**src/rtl/reset_seq_pkg.sv**
```systemverilog
// Shared types and sizing helpers for the reset sequencer.
package reset_seq_pkg;

   typedef enum logic [1:0] {
      PLL_RST   = 2'd0,
      WAIT_LOCK = 2'd1,
      RELEASE   = 2'd2,
      RUN       = 2'd3
   } seqState_t;

   localparam int RETRY_W = 4;

   // Bits needed to hold 0..maxCount-1, never less than one.
   function automatic int cntWidth(input int unsigned maxCount);
      return (maxCount < 2) ? 1 : $clog2(maxCount);
   endfunction

   function automatic int unsigned maxOf(input int unsigned a, input int unsigned b);
      return (a > b) ? a : b;
   endfunction

endpackage

```
**src/rtl/reset_sequencer_debouncer.sv**
```systemverilog
// Pushbutton synchroniser and debouncer; emits one press event per held press.
module button_debouncer
   import reset_seq_pkg::*;
#(
   parameter int DEBOUNCE_CYCLES = 100000
) (
   input  logic iClk,
   input  logic iReset,
   input  logic iButtonn,
   output logic oPress
);

   localparam int CW = cntWidth(DEBOUNCE_CYCLES);
   localparam logic [CW-1:0] LOW_LAST = CW'(DEBOUNCE_CYCLES - 1);

   logic [1:0]    syncReg;
   logic          buttonSync;
   logic [CW-1:0] lowCount;
   logic          fired;

   assign buttonSync = syncReg[1];

   // fired blocks further events until the button is seen released.
   always_ff @(posedge iClk or posedge iReset) begin
      if (iReset) begin
         syncReg  <= 2'b11;
         lowCount <= '0;
         fired    <= 1'b0;
         oPress   <= 1'b0;
      end else begin
         syncReg <= {syncReg[0], iButtonn};
         oPress  <= 1'b0;
         if (buttonSync) begin
            lowCount <= '0;
            fired    <= 1'b0;
         end else if (!fired) begin
            if (lowCount == LOW_LAST) begin
               oPress <= 1'b1;
               fired  <= 1'b1;
            end else begin
               lowCount <= lowCount + 1'b1;
            end
         end
      end
   end

endmodule

```
**src/rtl/reset_sequencer.sv**
```systemverilog
// Power-up reset sequencer: PLL reset pulse, lock wait with retry, then
// ordered release of the stage resets on the 10 MHz clock.
module reset_sequencer
   import reset_seq_pkg::*;
#(
   parameter int NUM_STAGES      = 3,
   parameter int STAGE_GAP       = 1000,
   parameter int PLL_RST_CYCLES  = 100,
   parameter int LOCK_TIMEOUT    = 50000,
   parameter int DEBOUNCE_CYCLES = 100000
) (
   input  logic                  iTenMHzClk,
   input  logic                  iReset,
   input  logic                  iPllLocked,
   input  logic                  iButtonn,
   output logic                  oPllReset,
   output logic [NUM_STAGES-1:0] oStageResetn,
   output logic                  oReady,
   output logic [RETRY_W-1:0]    oRetryCount
);

   localparam int TIMER_MAX = maxOf(maxOf(PLL_RST_CYCLES, LOCK_TIMEOUT), STAGE_GAP);
   localparam int TW = cntWidth(TIMER_MAX);
   localparam int SW = cntWidth(NUM_STAGES);
   localparam logic [TW-1:0] PLL_LAST   = TW'(PLL_RST_CYCLES - 1);
   localparam logic [TW-1:0] LOCK_LAST  = TW'(LOCK_TIMEOUT - 1);
   localparam logic [TW-1:0] GAP_LAST   = TW'(STAGE_GAP - 1);
   localparam logic [SW-1:0] STAGE_LAST = SW'(NUM_STAGES - 1);
   localparam logic [RETRY_W-1:0] RETRY_MAX = '1;

   logic [1:0]            lockSyncReg;
   logic                  lockSync;
   logic                  press;
   logic                  restart;
   seqState_t             state, stateNext;
   logic [TW-1:0]         timer, timerNext;
   logic [SW-1:0]         stageIdx, stageIdxNext;
   logic [NUM_STAGES-1:0] stagesNext;
   logic [RETRY_W-1:0]    retryNext;

   assign lockSync = lockSyncReg[1];

   button_debouncer #(
      .DEBOUNCE_CYCLES(DEBOUNCE_CYCLES)
   ) uDebouncer (
      .iClk    (iTenMHzClk),
      .iReset  (iReset),
      .iButtonn(iButtonn),
      .oPress  (press)
   );

   // Lock loss only matters once stages are being released.
   assign restart = press || (!lockSync && (state == RELEASE || state == RUN));

   always_comb begin
      stateNext    = state;
      timerNext    = timer + 1'b1;
      stageIdxNext = stageIdx;
      stagesNext   = oStageResetn;
      retryNext    = oRetryCount;
      if (restart) begin
         stateNext    = PLL_RST;
         timerNext    = '0;
         stageIdxNext = '0;
         stagesNext   = '0;
      end else begin
         case (state)
            PLL_RST: begin
               if (timer == PLL_LAST) begin
                  stateNext = WAIT_LOCK;
                  timerNext = '0;
               end
            end
            WAIT_LOCK: begin
               if (lockSync) begin
                  stateNext = RELEASE;
                  timerNext = '0;
               end else if (timer == LOCK_LAST) begin
                  stateNext = PLL_RST;
                  timerNext = '0;
                  if (oRetryCount != RETRY_MAX) retryNext = oRetryCount + 1'b1;
               end
            end
            RELEASE: begin
               if (timer == GAP_LAST) begin
                  timerNext            = '0;
                  stagesNext[stageIdx] = 1'b1;
                  stageIdxNext         = stageIdx + 1'b1;
                  if (stageIdx == STAGE_LAST) stateNext = RUN;
               end
            end
            RUN: timerNext = '0;
            default: stateNext = PLL_RST;
         endcase
      end
   end

   // Outputs register the next state so they change on the same edge as it.
   always_ff @(posedge iTenMHzClk or posedge iReset) begin
      if (iReset) begin
         lockSyncReg  <= '0;
         state        <= PLL_RST;
         timer        <= '0;
         stageIdx     <= '0;
         oStageResetn <= '0;
         oPllReset    <= 1'b1;
         oReady       <= 1'b0;
         oRetryCount  <= '0;
      end else begin
         lockSyncReg  <= {lockSyncReg[0], iPllLocked};
         state        <= stateNext;
         timer        <= timerNext;
         stageIdx     <= stageIdxNext;
         oStageResetn <= stagesNext;
         oPllReset    <= (stateNext == PLL_RST);
         oReady       <= (stateNext == RUN);
         oRetryCount  <= retryNext;
      end
   end

endmodule

```
**config.mk**
```make
export PLATFORM = sky130hd
export DESIGN_NAME = reset_sequencer
export DESIGN_NICKNAME = d
export VERILOG_FILES = /design/src/rtl/reset_seq_pkg.sv /design/src/rtl/reset_sequencer_debouncer.sv /design/src/rtl/reset_sequencer.sv
export SDC_FILE = /design/constraint.sdc
export NUM_CORES = 1
export LEC_CHECK = 0
export CAP_MARGIN = 30
export CORE_AREA = 2 2 91 93
export CTS_CLUSTER_DIAMETER = 120
export DETAILED_ROUTE_END_ITERATION = 6
export DIE_AREA = 0 0 93 95
export SYNTH_ARGS = -nofsm -noshare
export SYNTH_HDL_FRONTEND = slang
export SYNTH_SLANG_ARGS = --single-unit
export TNS_END_PERCENT = 20
```
**constraint.sdc**
```tcl
create_clock -name iTenMHzClk -period 1.9 [get_ports iTenMHzClk]
set_input_delay 0.285 -clock iTenMHzClk [delete_from_list [all_inputs] [get_ports iTenMHzClk]]
set_output_delay 0.285 -clock iTenMHzClk [all_outputs]
set_load 0.02 [all_outputs]
```
Word level (Yosys, flattened, before mapping). Cells that the tools add are included.

Register bits: 52. Output and inout bits: 9. Word-level logic and storage cells: 74.

$add $sub $neg: 4. Magnitude comparators: 2. Equality and inequality tests: 12. Mux-type cells: 29. Bitwise gates (word level): 3. Reductions and logical operators: 12.

Operators by type and width (number): 2-to-1 mux 16 bit (5); case mux 16 bit (4 select lines) (1); 2-to-1 mux 17 bit (3); 2-to-1 mux 2 bit (9); adder 17 x 1 -> 17 bit (second input constant) (1); equality test 17 bit (second input constant) (1); adder 16 x 1 -> 16 bit (second input constant) (1); equality test 16 x 10 -> 1 bit (second input constant) (1); equality test 16 bit (second input constant) (1); equality test 16 x 7 -> 1 bit (second input constant) (1); 2-to-1 mux 3 bit (3); equality test 2 bit (second input constant) (4); 2-to-1 mux 1 bit (6); case mux 2 bit (3 select lines) (1); AND reduction 5 bit (1); adder 4 x 1 -> 4 bit (second input constant) (1); zero test 2 bit (2); inequality test 2 x 1 -> 1 bit (second input constant) (2); inequality test 4 bit (second input constant) (1); AND reduction 2 bit (2); nonzero test 2 bit (2); less-than comparator 2 x 3 -> 1 bit (second input constant) (1); OR 3 bit (1); adder 2 x 1 -> 2 bit (second input constant) (1); 7 further kinds (10).

Depth between registers and ports, before layout. Gate-level depths: netlist (run 1).

Depth in word-level cells: 8. Mapped depth: 7.

Modules after synthesis. Synthesis (run 1) repeated with hierarchy kept, for this count alone.

Cell total of the unflattened synthesis: 250. Area total of the unflattened synthesis: 2586.2 um2.

Modules (own cells, without submodules): reset_sequencer (instances 1, cells an instance 144, area an instance 1491.4 um2, seq. area each 777.0 um2); button_debouncer (instances 1, cells an instance 106, area an instance 1094.8 um2, seq. area each 528.0 um2).

Worst setup path before layout (run 1). Ideal clock, no wire load.

Kind: register -> register. Start: register timer[0]. End: register timer[3]. Library setup time: 0.139 ns. Arrival time: 1.798 ns. Required time: 1.761 ns. Setup slack: -0.037 ns. Stages on the path, launching flop included: 8. Path buffers: 2. Period minus slack after synthesis: 1.937 ns. Cell sequence: dfrtp_1 ha_1 and3_1 buf_6 nand3_2 a222oi_1 buf_6 a21oi_2.

Word-level cells in the longest chain between the ends: 5.

RTL lines: start, declared (line reset_sequencer.sv:36) `logic [TW-1:0] timer, timerNext;`; start signal, assigned (line reset_sequencer.sv:112) `timer <= timerNext;`; adder 16 x 1 -> 16 bit / equality test 16 bit (equally long branches) (line reset_sequencer.sv:57, reset_sequencer.sv:78); 2-to-1 mux 16 bit (line reset_sequencer.sv:78) `end else if (timer == LOCK_LAST) begin`; 2-to-1 mux 16 bit (line reset_sequencer.sv:75) `if (lockSync) begin`; case mux 16 bit (4 select lines) * (line reset_sequencer.sv:67) `case (state)`; 2-to-1 mux 16 bit * (line reset_sequencer.sv:61) `if (restart) begin`; named net timerNext[3] (line reset_sequencer.sv:36).

Mark *: on every way through the listed nets, which the timed path passes. The rest lies on a longest branch. A chain may end at the register's enable or synchronous reset.

Worst setup path in the final report (run 1).
Start: register timer[0]. End: register oRetryCount[1].

Word-level cells in the longest chain between the ends: 2.

RTL lines: equality test 16 bit (line reset_sequencer.sv:78); AND reduction 5 bit (no line); end signal, assigned (line reset_sequencer.sv:117) `oRetryCount <= retryNext;`; end, declared (line reset_sequencer.sv:19) `output logic [RETRY_W-1:0] oRetryCount`.

No other way between the ends.

==> results by group, run 1 <==
GRT
  – First-pass GRT wire length: 9620 microns
  – GRT Overall Usage: 13.5%
  – Antenna violations before repair: 0
  – Grt total ovfl: 0
  – Vias in the first global route: 2020
  – Largest net degree at the start of global routing: 42

Floorplanning
  – Die width: 93 microns
  – Die Ht: about 95 microns
  – CORE AREA: slightly below 0.008 sq mm
  – Starting Density: 34.0%
  – Cell row count: 33
  – Ports: 13
  – Die footprint: 0.00884 sq mm

Hold path
  – HP Class: input pin to asynchronous set/reset pin

Job
  – Max-Cap Viols: 0

Placed design
  – RePlAce Congestion: 0.773
  – Placed wire-length estimate: 3850 microns
  – Port bufs: 12
  – Placed Area: 0.00301 sq mm

Timing
  – Max-slew violation count: 0
  – Maximum clock frequency: approximately 530 MHz
  – Crit share post-route: 98.5%
  – Max-slew headroom: 69.6%
  – Crit path time final: about 1.9 ns
  – Hold Vio Cnt, Final: 0
  – Clock Skew: 0.0118 ns
  – Tightest Pin Transition: 0.456 ns
  – Setup violators final: 0
  – RSZ-0062 raised after global routing: true
  – TNS Setup: 0 ns

Layout
  – FILL cells: 817
  – Multi-input gate area: between 0.001 and 0.0015 sq mm
  – Syn-to-layout area delta: 16.8%
  – FF/Latch Area: 0.00131 sq mm
  – Ant. Diodes: 0
  – Layout cell share with drive strength beyond 1: 15.7%
  – Most frequent cells in the layout: dfrtp_1, nor2_1, a21oi_1, nand3_1, nand2_1
  – Final nets: 302
  – Final instance area: roughly 0.0031 sq mm
  – Most common cell after layout, fill and taps aside: dfrtp_1

Power and ir drop
  – Leakage: 0.00138 uW
  – Power, Total: 1940 uW
  – Power density cells: 616 mW/mm^2
  – Max VDD drop: 0.000276 V

Logic synthesis
  – Mapped Cells: 270
  – Async SR Flop Fraction: 100%
  – Register area share after synthesis: slightly below 50%
  – Post-synthesis register bit count: 52
  – Syn nets: 280
  – Synth warn: 0
  – Synth cell types: 47
  – Main flop type after synthesis: dfrtp_1
  – Average size of a mapped cell: 9.98 sq um
  – Number of synthesized flops with an enable pin: 0
  – Post-Syn Area: around 0.0027 sq mm

CTS
  – Clock-pin slew of the registers on the worst-case setup and hold paths: 0.09 ns
  – CTS Hold Buffers Added: 0
  – CTS Root Cell: clkbuf_8
  – Clock latency at the later pin of the worst-skew pair: just over 0.3 ns
  – CTS tree: yes
  – # Post-CTS Setup Buffers: 0
  – CTS HTree Levels: 2
  – TritonCTS buffer count: 5
  – Sink Count: 52
  – Clock Path Buffers: 2

Setup path
  – Reg2Reg Depth: 5
  – Crit path required time: ~2.1 ns
  – Crit. End Element: flop
  – Slowest stage cell on the critical path: dfrtp_1
  – Worst path max stage delay: 0.41 ns
  – CP top delay family: simple AND/OR/NAND/NOR gates
  – Critical path class: flop to flop
  – Crit-path cells: ha_1 > and3_1 > nand4_1 > or3_4 > mux2_2
  – CP max FO: 5
  – Critical Path Start Type: flop
  – Critical R2R Capture: oRetryCount[1]
  – Arrival @ worst endpoint: ~2.1 ns
  – Origin of the critical flop-to-flop path: timer[0]
  – Crit path buf inv count: 0
  – FF-to-FF setup slack: between 0.02 and 0.03 ns

Drt
  – Drt wl/cell: ~14 microns
  – Vias: 2073
  – Vias/cell: ~5.2
  – Drt total wl: 5430 microns
  – First-pass DRT Iterations: 4
  – DR DRC count: 0
  – ANT nets after route: 0
  – Initial DRC count: 88

Run status
  – Status: finished clean
-- final cells by class --
cell class	count	share of cell area, %
inverter	7	0.835
timing repair buffer	26	7.67
sequential	52	41.5
clock buffer	6	2.31
clock inverter	2	1.11
tap	105	4.17
multi-input combinational	200	42.4
-- worst max path at each step --
| stage | end | depth (start not counted) | slack (ns) | startpoint |
|---|---|---|---|---|
| detailed placement | uDebouncer.lowCount[4] | 5 | 0.02 | uDebouncer.lowCount[13] |
| finish | oRetryCount[1] | 5 | 0.03 | timer[0] |
| floorplan | timer[3] | 7 | -0.009 | timer[0] |
| CTS | uDebouncer.lowCount[4] | 5 | 0.004 | uDebouncer.lowCount[13] |
| global route | oRetryCount[1] | 5 | -0.08 | timer[0] |
| global placement | oRetryCount[1] | 5 | 0.03 | timer[0] |
-- layer usage --
metal | GRT usage (%) | routed length, microns | vias to the layer above
met3 | 2.47 | 134 | 7
met5 | 0 | 0 | -
met1 | 17.0 | 2550 | 1015
met4 | 5.51 | 84 | 0
met2 | 23.1 | 2670 | 27
li1 | - | - | 1024
-- power by group --
part	internal [uW]	leakage, uW	switching (uW)
Sequential	1120	0.000695	14.3
Clock	392	0.0000552	364
Combinational	20.8	0.000626	31.1
Total	1530	0.00138	409
-- stage by stage --
step,cells,hold WS [ns],utilization [%],worst slack (ns)
after floorplan,270,0.289,-,-0.00937
after global placement,390,0.333,37.9,0.0345
after detailed placement,390,0.337,37.9,0.0185
after CTS,398,0.242,39.3,0.00423
after global routing,398,0.256,39.7,-0.0796
final,398,0.244,39.7,0.0277
-- kinds of logic (layout without fill, tap and decap cells) --
logic type	Yosys count	after routing	synth area share [%]
adders and majority gates	6	6	2.79
DFF	52	52	48.4
and+or+nand+nor	124	124	26.2
buffers and inverters	18	41	3.16
xor gates and xnor gates	19	19	6.17
AOI/OAI and AO/OA	43	43	9.98
muxes	8	8	3.30
-- flip-flops by register name, summed over array words and instances, names as in the netlist --
signal,flops
state,2
stageIdx,2
oStageResetn,3
lockSyncReg,2
uDebouncer.syncReg,2
uDebouncer.lowCount,17
uDebouncer.oPress,1
oPllReset,1
oRetryCount,4
oReady,1
timer,16
uDebouncer.fired,1
-- cell usage after synthesis, types with 6 or more instances --
| cell type | instances | area, sq um |
|---|---|---|
| nand4_1 | 10 | 62.6 |
| and3_1 | 7 | 43.8 |
| nor2_1 | 18 | 67.6 |
| ha_1 | 6 | 75.1 |
| nor2b_1 | 11 | 68.8 |
| dfrtp_1 | 49 | 1230 |
| nor3_1 | 12 | 60.1 |
| xor2_1 | 13 | 114 |
| a21oi_1 | 19 | 95.1 |
| inv_1 | 7 | 26.3 |
| mux2_2 | 7 | 78.8 |
| nand2_1 | 15 | 56.3 |
| xnor2_1 | 6 | 52.6 |
| nand3_1 | 16 | 80.1 |
-- what timing repair did --
| item | CTS | global route |
|---|---|---|
| setup endpoints to repair | 0 | 24 |
| endpoints found under the hold margin | 0 | 0 |
| gates resized for setup | 0 | 8 |
Power figures use the tool's default switching activity.
==> run 2, diff against run 1 <==
- DONT_BUFFER_PORTS: unset -> 1
- SETUP_SLACK_MARGIN: unset -> 0.15
==> run 2 against run 1 <==
Net effect:
- largest power group unchanged
- via count increased by 1.1%
- total power increased by 2.2%
- flip-flop and latch count unchanged
- critical path type unchanged
==> results by group, run 2 (same netlist as run 1, synthesis figures left out) <==
Run status
  – Status: finished clean

Drt
  – Vias: about 2100
  – DR DRC count: 0
  – ANT nets after route: 0
  – Initial DRC count: 139
  – First-pass DRT Iterations: 4
  – Vias/cell: ~5.2
  – Drt wl/cell: 14.0 microns
  – Drt total wl: 5670 microns

CTS
  – TritonCTS buffer count: 5
  – Clock-pin slew of the registers on the worst-case setup and hold paths: 0.09 ns
  – Clock latency at the later pin of the worst-skew pair: 0.31 ns
  – CTS tree: yes
  – CTS Root Cell: clkbuf_8
  – Sink Count: 52
  – CTS HTree Levels: 2
  – Clock Path Buffers: 2

GRT
  – Antenna violations before repair: 0
  – Largest net degree at the start of global routing: 53
  – Vias in the first global route: 2048
  – First-pass GRT wire length: 9520 microns
  – GRT Overall Usage: between 10 and 15%
  – Grt total ovfl: 0

Layout
  – Max reg flops: 17
  – Final nets: 309
  – Ant. Diodes: 0
  – Most frequent cells in the layout: dfrtp_1, buf_4, a21oi_1, nor2_1
  – Final instance area: 0.00328 sq mm
  – Syn-to-layout area delta: 21.7%
  – Most common cell after layout, fill and taps aside: dfrtp_1
  – Finished Layout Cells: 405
  – Biggest register: uDebouncer.lowCount
  – Largest registers: uDebouncer.lowCount (17), timer (16), oRetryCount (4)
  – Layout cell share with drive strength beyond 1: 28.0%

Placed design
  – Port bufs: 0
  – RePlAce Congestion: 0.764
  – Placed cells: 379
  – Pre-CTS setup slack: 0.0317 ns
  – Placed wire-length estimate: 3580 microns
  – Placed Area: 0.00288 sq mm

Setup path
  – Critical R2R Capture: oRetryCount[1]
  – Crit path required time: between 2 and 2.5 ns
  – CP top delay family: simple AND/OR/NAND/NOR gates
  – FF-to-FF setup slack: 0.16 ns
  – Critical path class: flop to flop
  – Slowest stage cell on the critical path: or3_4
  – Worst path max stage delay: 0.44 ns
  – Reg2Reg Depth: 5
  – Arrival @ worst endpoint: 1.94 ns
  – Crit-path cells: ha_2 > and3_4 > nand4_1 > or3_4 > mux2_2
  – Crit path buf inv count: 0
  – Origin of the critical flop-to-flop path: timer[0]
  – CP max FO: 3
  – Critical Path Start Type: flop
  – Crit. End Element: flop

Floorplanning
  – Ports: 13
  – Die width: 93 microns
  – Die footprint: 0.00884 sq mm
  – Cell row count: 33
  – Die Ht: 95 microns
  – CORE AREA: 0.00793 sq mm
  – Starting Density: 34.0%

Timing
  – TNS Setup: 0 ns
  – Hold Vio Cnt, Final: 0
  – Max-slew violation count: 0
  – RSZ-0062 raised after global routing: true
  – Final worst slack: 0.159 ns
  – Maximum clock frequency: 574 MHz
  – Clock Skew: 0.00742 ns
  – Max-slew headroom: 55.6%
  – Setup violators final: 0
  – Crit share post-route: 91.6%
  – Crit path time final: 1.74 ns
  – Tightest Pin Transition: between 0.6 and 0.7 ns

Hold path
  – HP Class: input pin to asynchronous set/reset pin

Power and ir drop
  – Max VDD drop: 0.000494 V
  – Leakage: 0.00144 uW
  – Power density cells: roughly 600 mW/mm^2

Job
  – Max-Cap Viols: 0
[run 2: cell count changes in the layout (fill, tap and decap cells not counted), moves of 4 or more]
cell             change
buf_4               +17
clkdlybuf4s50_1     -12
dfrtp_1              -6
dfrtp_2              +6
nor3_1               -4
nor3_2               +4
[run 2: routing by layer]
metal | vias up | routed length, microns | track usage [%]
li1 | 1038 | - | -
met1 | 1030 | 2580 | 16.4
met2 | 21 | 2890 | 23.5
met3 | 6 | 129 | 2.71
met4 | 0 | 69 | 4.90
met5 | - | 0 | 0
[run 2: layout make-up]
type	instances	area, sq um
inverters	7	26.3
flip-flops and latches	52	1310
clock buffers	6	82.6
repair buffers	33	260
well taps	105	131
clock inverters	2	38.8
fillers	769	4650
multi-input cells	200	1430
[run 2: worst max-delay path by stage]
stage,startpoint,depth (start not counted),end
after floorplan,timer[0],7,timer[3]
after global placement,timer[0],5,oRetryCount[1]
after detailed placement,uDebouncer.lowCount[0],5,uDebouncer.lowCount[0]
after CTS,timer[1],5,oRetryCount[1]
after global routing,timer[0],5,oRetryCount[1]
final,timer[0],5,oRetryCount[1]
[run 2: timing repair]
item / 4_1_cts / 5_1_grt
endpoints found under the hold margin: 2 / 0
pin swaps: 3 / 6
gates resized for setup: 19 / 19
setup buffers: 8 / 7
endpoints found under the setup margin: 25 / 28
cloned: 1 / 0
hold buffers: 2 / 0
[run 2: through the flow]
stage / hold slack, ns / util (%) / power [uW]
final: 0.0387 / 41.4 / 1980
after global routing: 0.101 / 41.4 / 2070
after detailed placement: 0.290 / 36.3 / 1200
after global placement: 0.290 / 36.3 / 1200
after CTS: 0.0643 / 39.7 / 2010
after floorplan: 0.289 / - / 1180
[run 2: report_power, final]
group	internal, uW	switching, uW	leakage, uW
Combinational	16.7	31.0	0.000695
Clock	431	372	0.0000614
Sequential	1120	13.7	0.000686
==> run 3, diff against run 2 <==
- ABC_AREA: unset -> 1
- CORE_AREA: 2 2 91 93 -> 2 2 93 95
- CTS_CLUSTER_DIAMETER: 120 -> 50
- DIE_AREA: 0 0 93 95 -> 0 0 95 97
==> run 3 against run 2 <==
Net effect:
- register-to-register slack better by 0.12 ns
- die area up 4.3%
- hold slack better by 0.32 ns
- via count up 5.3%
- non-clock buffer count down 26
- clock power down 4.2%
- flip-flop and latch count unchanged
- largest cell class unchanged
- largest power group unchanged
- highest routed layer unchanged
==> results by group, run 3 <==
Drt
  – Vias: 2205
  – Vias/cell: approximately 4.7
  – Drt wl/cell: between 10 and 15 microns
  – Initial DRC count: between 50 and 60
  – DR DRC count: 0
  – Drt total wl: 5540 microns
  – First-pass DRT Iterations: 4
  – ANT nets after route: 0

CTS
  – Clock latency at the later pin of the worst-skew pair: 0.32 ns
  – CTS HTree Levels: 2
  – TritonCTS buffer count: 5
  – Clock-pin slew of the registers on the worst-case setup and hold paths: ~0.1 ns
  – CTS Root Cell: clkbuf_8
  – Clock Path Buffers: 2
  – CTS tree: yes
  – Sink Count: 52

GRT
  – Most Crowded Layer GR: met2
  – First-pass GRT wire length: 9850 microns
  – Met2 Use GR: 21.2%
  – Met1 Use GR: 17.5%
  – Antenna violations before repair: 0
  – Largest net degree at the start of global routing: 34
  – Vias in the first global route: approximately 2100
  – GRT Overall Usage: 13.2%
  – Grt total ovfl: 0
  – Met3 GRT Util: under 10%

Setup path
  – Origin of the critical flop-to-flop path: timer[0]
  – Critical path class: flop to flop
  – FF-to-FF setup slack: 0.28 ns
  – Worst path max stage delay: 0.43 ns
  – Crit path buf inv count: 1
  – CP max FO: 7
  – Crit. End Element: flop
  – Crit-path cells: ha_4 > nand2_1 > nor2_2 > inv_1 > nor2_2 > nand4_1 > xnor2_1
  – Critical Path Start Type: flop
  – Arrival @ worst endpoint: 1.81 ns
  – Slowest stage cell on the critical path: dfrtp_1
  – Crit path top cell by count: nor2_2
  – Crit path required time: 2.09 ns
  – Critical R2R Capture: oRetryCount[0]
  – CP top delay family: simple AND/OR/NAND/NOR gates
  – Reg2Reg Depth: 7

Hold path
  – Hold Crit Depth: 0
  – Hold Startpoint: lockSyncReg[0]
  – Hold Path Sink: lockSyncReg[1]
  – HP Class: flop to flop

Power and ir drop
  – Max VDD drop: 0.000282 V
  – Leakage: 0.00149 uW
  – NetSw: 422 uW
  – Combinational fraction of design power: 2.6%
  – Pint: roughly 1500 uW
  – Sw frac: between 20% and 30%
  – Clock Power Share: 39.5%
  – Flop pwr share: 57.9%
  – Power density cells: 617 mW/mm^2

Layout
  – FILL cells: 823
  – Most frequent cells in the layout: nand2_1, nor2_1, dfrtp_1, inv_1, nand3_1
  – Largest registers: uDebouncer.lowCount (17), timer (16), oRetryCount (4)
  – Max reg flops: 17
  – Most common cell after layout, fill and taps aside: nand2_1
  – Final nets: roughly 370
  – Ant. Diodes: 0
  – Biggest register: uDebouncer.lowCount
  – Syn-to-layout area delta: 11.5%
  – Layout cell share with drive strength beyond 1: 10.5%

Logic synthesis
  – Post-Syn Area: 0.00283 sq mm
  – Post-synth top area share: a little over two fifths
  – Most common cell in the netlist: nand2_1
  – Largest family of logic cells by synthesized area: simple AND/OR/NAND/NOR gates
  – Synth top area cells: dfrtp_1, nand2_1, nor2_1, xor2_1, nand3_1
  – Post-Synth XOR/XNOR Area: 8.05%
  – Async SR Flop Fraction: 100%
  – Syn nets: 361
  – Area leader, netlist: dfrtp_1
  – Multiplexer share of the synthesized area: 0%
  – Synth cell types: 30
  – Number of synthesized flops with an enable pin: 0
  – Synth Area in Compound Gates: 2.57%
  – Synth warn: 0
  – Post-synthesis register bit count: 52
  – Main flop type after synthesis: dfrtp_1
  – Top cells by count, synth: nand2_1, nor2_1, dfrtp_1, inv_1, nand3_1
  – Average size of a mapped cell: 8.06 sq um
  – Adder-cell share of the synthesized area: 2.65%
  – Synth Area in Simple Gates: 34.4%
  – Register area share after synthesis: 46.2%
  – Mapped Cells: ~350

Floorplanning
  – Starting Density: a little over a third
  – Ports: 13
  – Cell row count: 33
  – Die footprint: 0.00922 sq mm
  – CORE AREA: between 0.008 and 0.009 sq mm
  – Die width: 95 microns
  – Die Ht: between 90 and 100 microns

Timing
  – RSZ-0062 raised after global routing: true
  – Maximum clock frequency: 618 MHz
  – Max-slew headroom: about 66%
  – Setup violators final: 0
  – Tightest Pin Transition: 0.503 ns
  – Hold Vio Cnt, Final: 0
  – Crit path time final: 1.62 ns
  – Clock Skew: around 0.011 ns
  – TNS Setup: 0 ns
  – Max-slew violation count: 0
  – WHS: 0.355 ns
  – Crit share post-route: 85.1%

Placed design
  – Placed wire-length estimate: 3750 microns
  – RePlAce Congestion: 0.850
  – Port bufs: 0

Run status
  – Status: finished clean

Job
  – Max-Cap Viols: 0
run 3: cell types whose count changed in the layout (fill, tap and decap cells not counted), moves of 6 or more:
| cell | delta |
|---|---|
| nor2b_1 | -11 |
| nand3b_1 | +9 |
| nor2_1 | +43 |
| mux2_2 | -7 |
| buf_4 | -26 |
| inv_1 | +23 |
| nor3_1 | -7 |
| a21oi_1 | -13 |
| dfrtp_2 | -6 |
| nand3_1 | +13 |
| nand2_1 | +77 |
| dfrtp_1 | +6 |
run 3: timing repair:
item / CTS / global route
endpoints found under the setup margin: 0 / 36
hold endpoints to repair: 21 / 0
hold buffers: 3 / 0
gates resized for setup: 0 / 7
buffers inserted: 0 / 3
run 3: kinds of logic (layout without fill, tap and decap cells):
group / after synthesis / count (layout)
buffers and inverters: 40 / 50
AND/OR/NAND/NOR: 214 / 216
adder cells (fa/ha/maj): 6 / 6
XOR/XNOR: 26 / 26
flip-flops: 52 / 52
AO/OA/AOI/OAI: 13 / 13
run 3: worst max path at each step:
stage,startpoint,cells after the start,endpoint
6_report,timer[0],7,oRetryCount[0]
5_1_grt,uDebouncer.lowCount[0],9,uDebouncer.lowCount[6]
4_1_cts,timer[0],10,timer[1]
3_5_place_dp,timer[0],10,timer[7]
3_3_place_gp,timer[0],10,timer[0]
2_1_floorplan,iReset,1,lockSyncReg[0]
run 3: metal layers:
metal	wire (microns)	share of wire, %	vias up
met3	151	2.7	8
met4	96	1.7	0
met1	2610	47	1045
met5	0	0	-
li1	-	-	1124
met2	2680	48	28
run 3: metrics by stage:
stage | total power (uW) | std cells | area [sq um] | setup slack [ns] | utilization [%]
global placement | 1190 | 452 | 2940 | 0.261 | 36.1
global route | 2040 | 468 | 3150 | 0.0877 | 38.7
CTS | 1980 | 463 | 3080 | 0.182 | 37.8
detailed placement | 1190 | 452 | 2940 | 0.198 | 36.1
floorplan | 1180 | 351 | 2830 | 0.362 | -
finish | 1950 | 468 | 3150 | 0.283 | 38.7
run 3: cell type report:
cell class	count	area, sq um	area share, %
multi-input combinational	261	1400	44.5
sequential	52	1310	41.4
inverter	35	134	4.25
tap	105	131	4.17
clock buffer	6	72.6	2.30
timing repair buffer	7	72.6	2.30
clock inverter	2	35.0	1.11
run 3: power groups by stage:
| stage | clock network (uW) | registers (uW) | logic (uW) |
|---|---|---|---|
| 2_1_floorplan | 0 | 1150 | 31.6 |
| 3_3_place_gp | 0 | 1150 | 46.2 |
| 3_5_place_dp | 0 | 1150 | 47.1 |
| 4_1_cts | 805 | 1130 | 52.3 |
| 5_1_grt | 846 | 1130 | 60.3 |
| 6_report | 769 | 1130 | 49.7 |
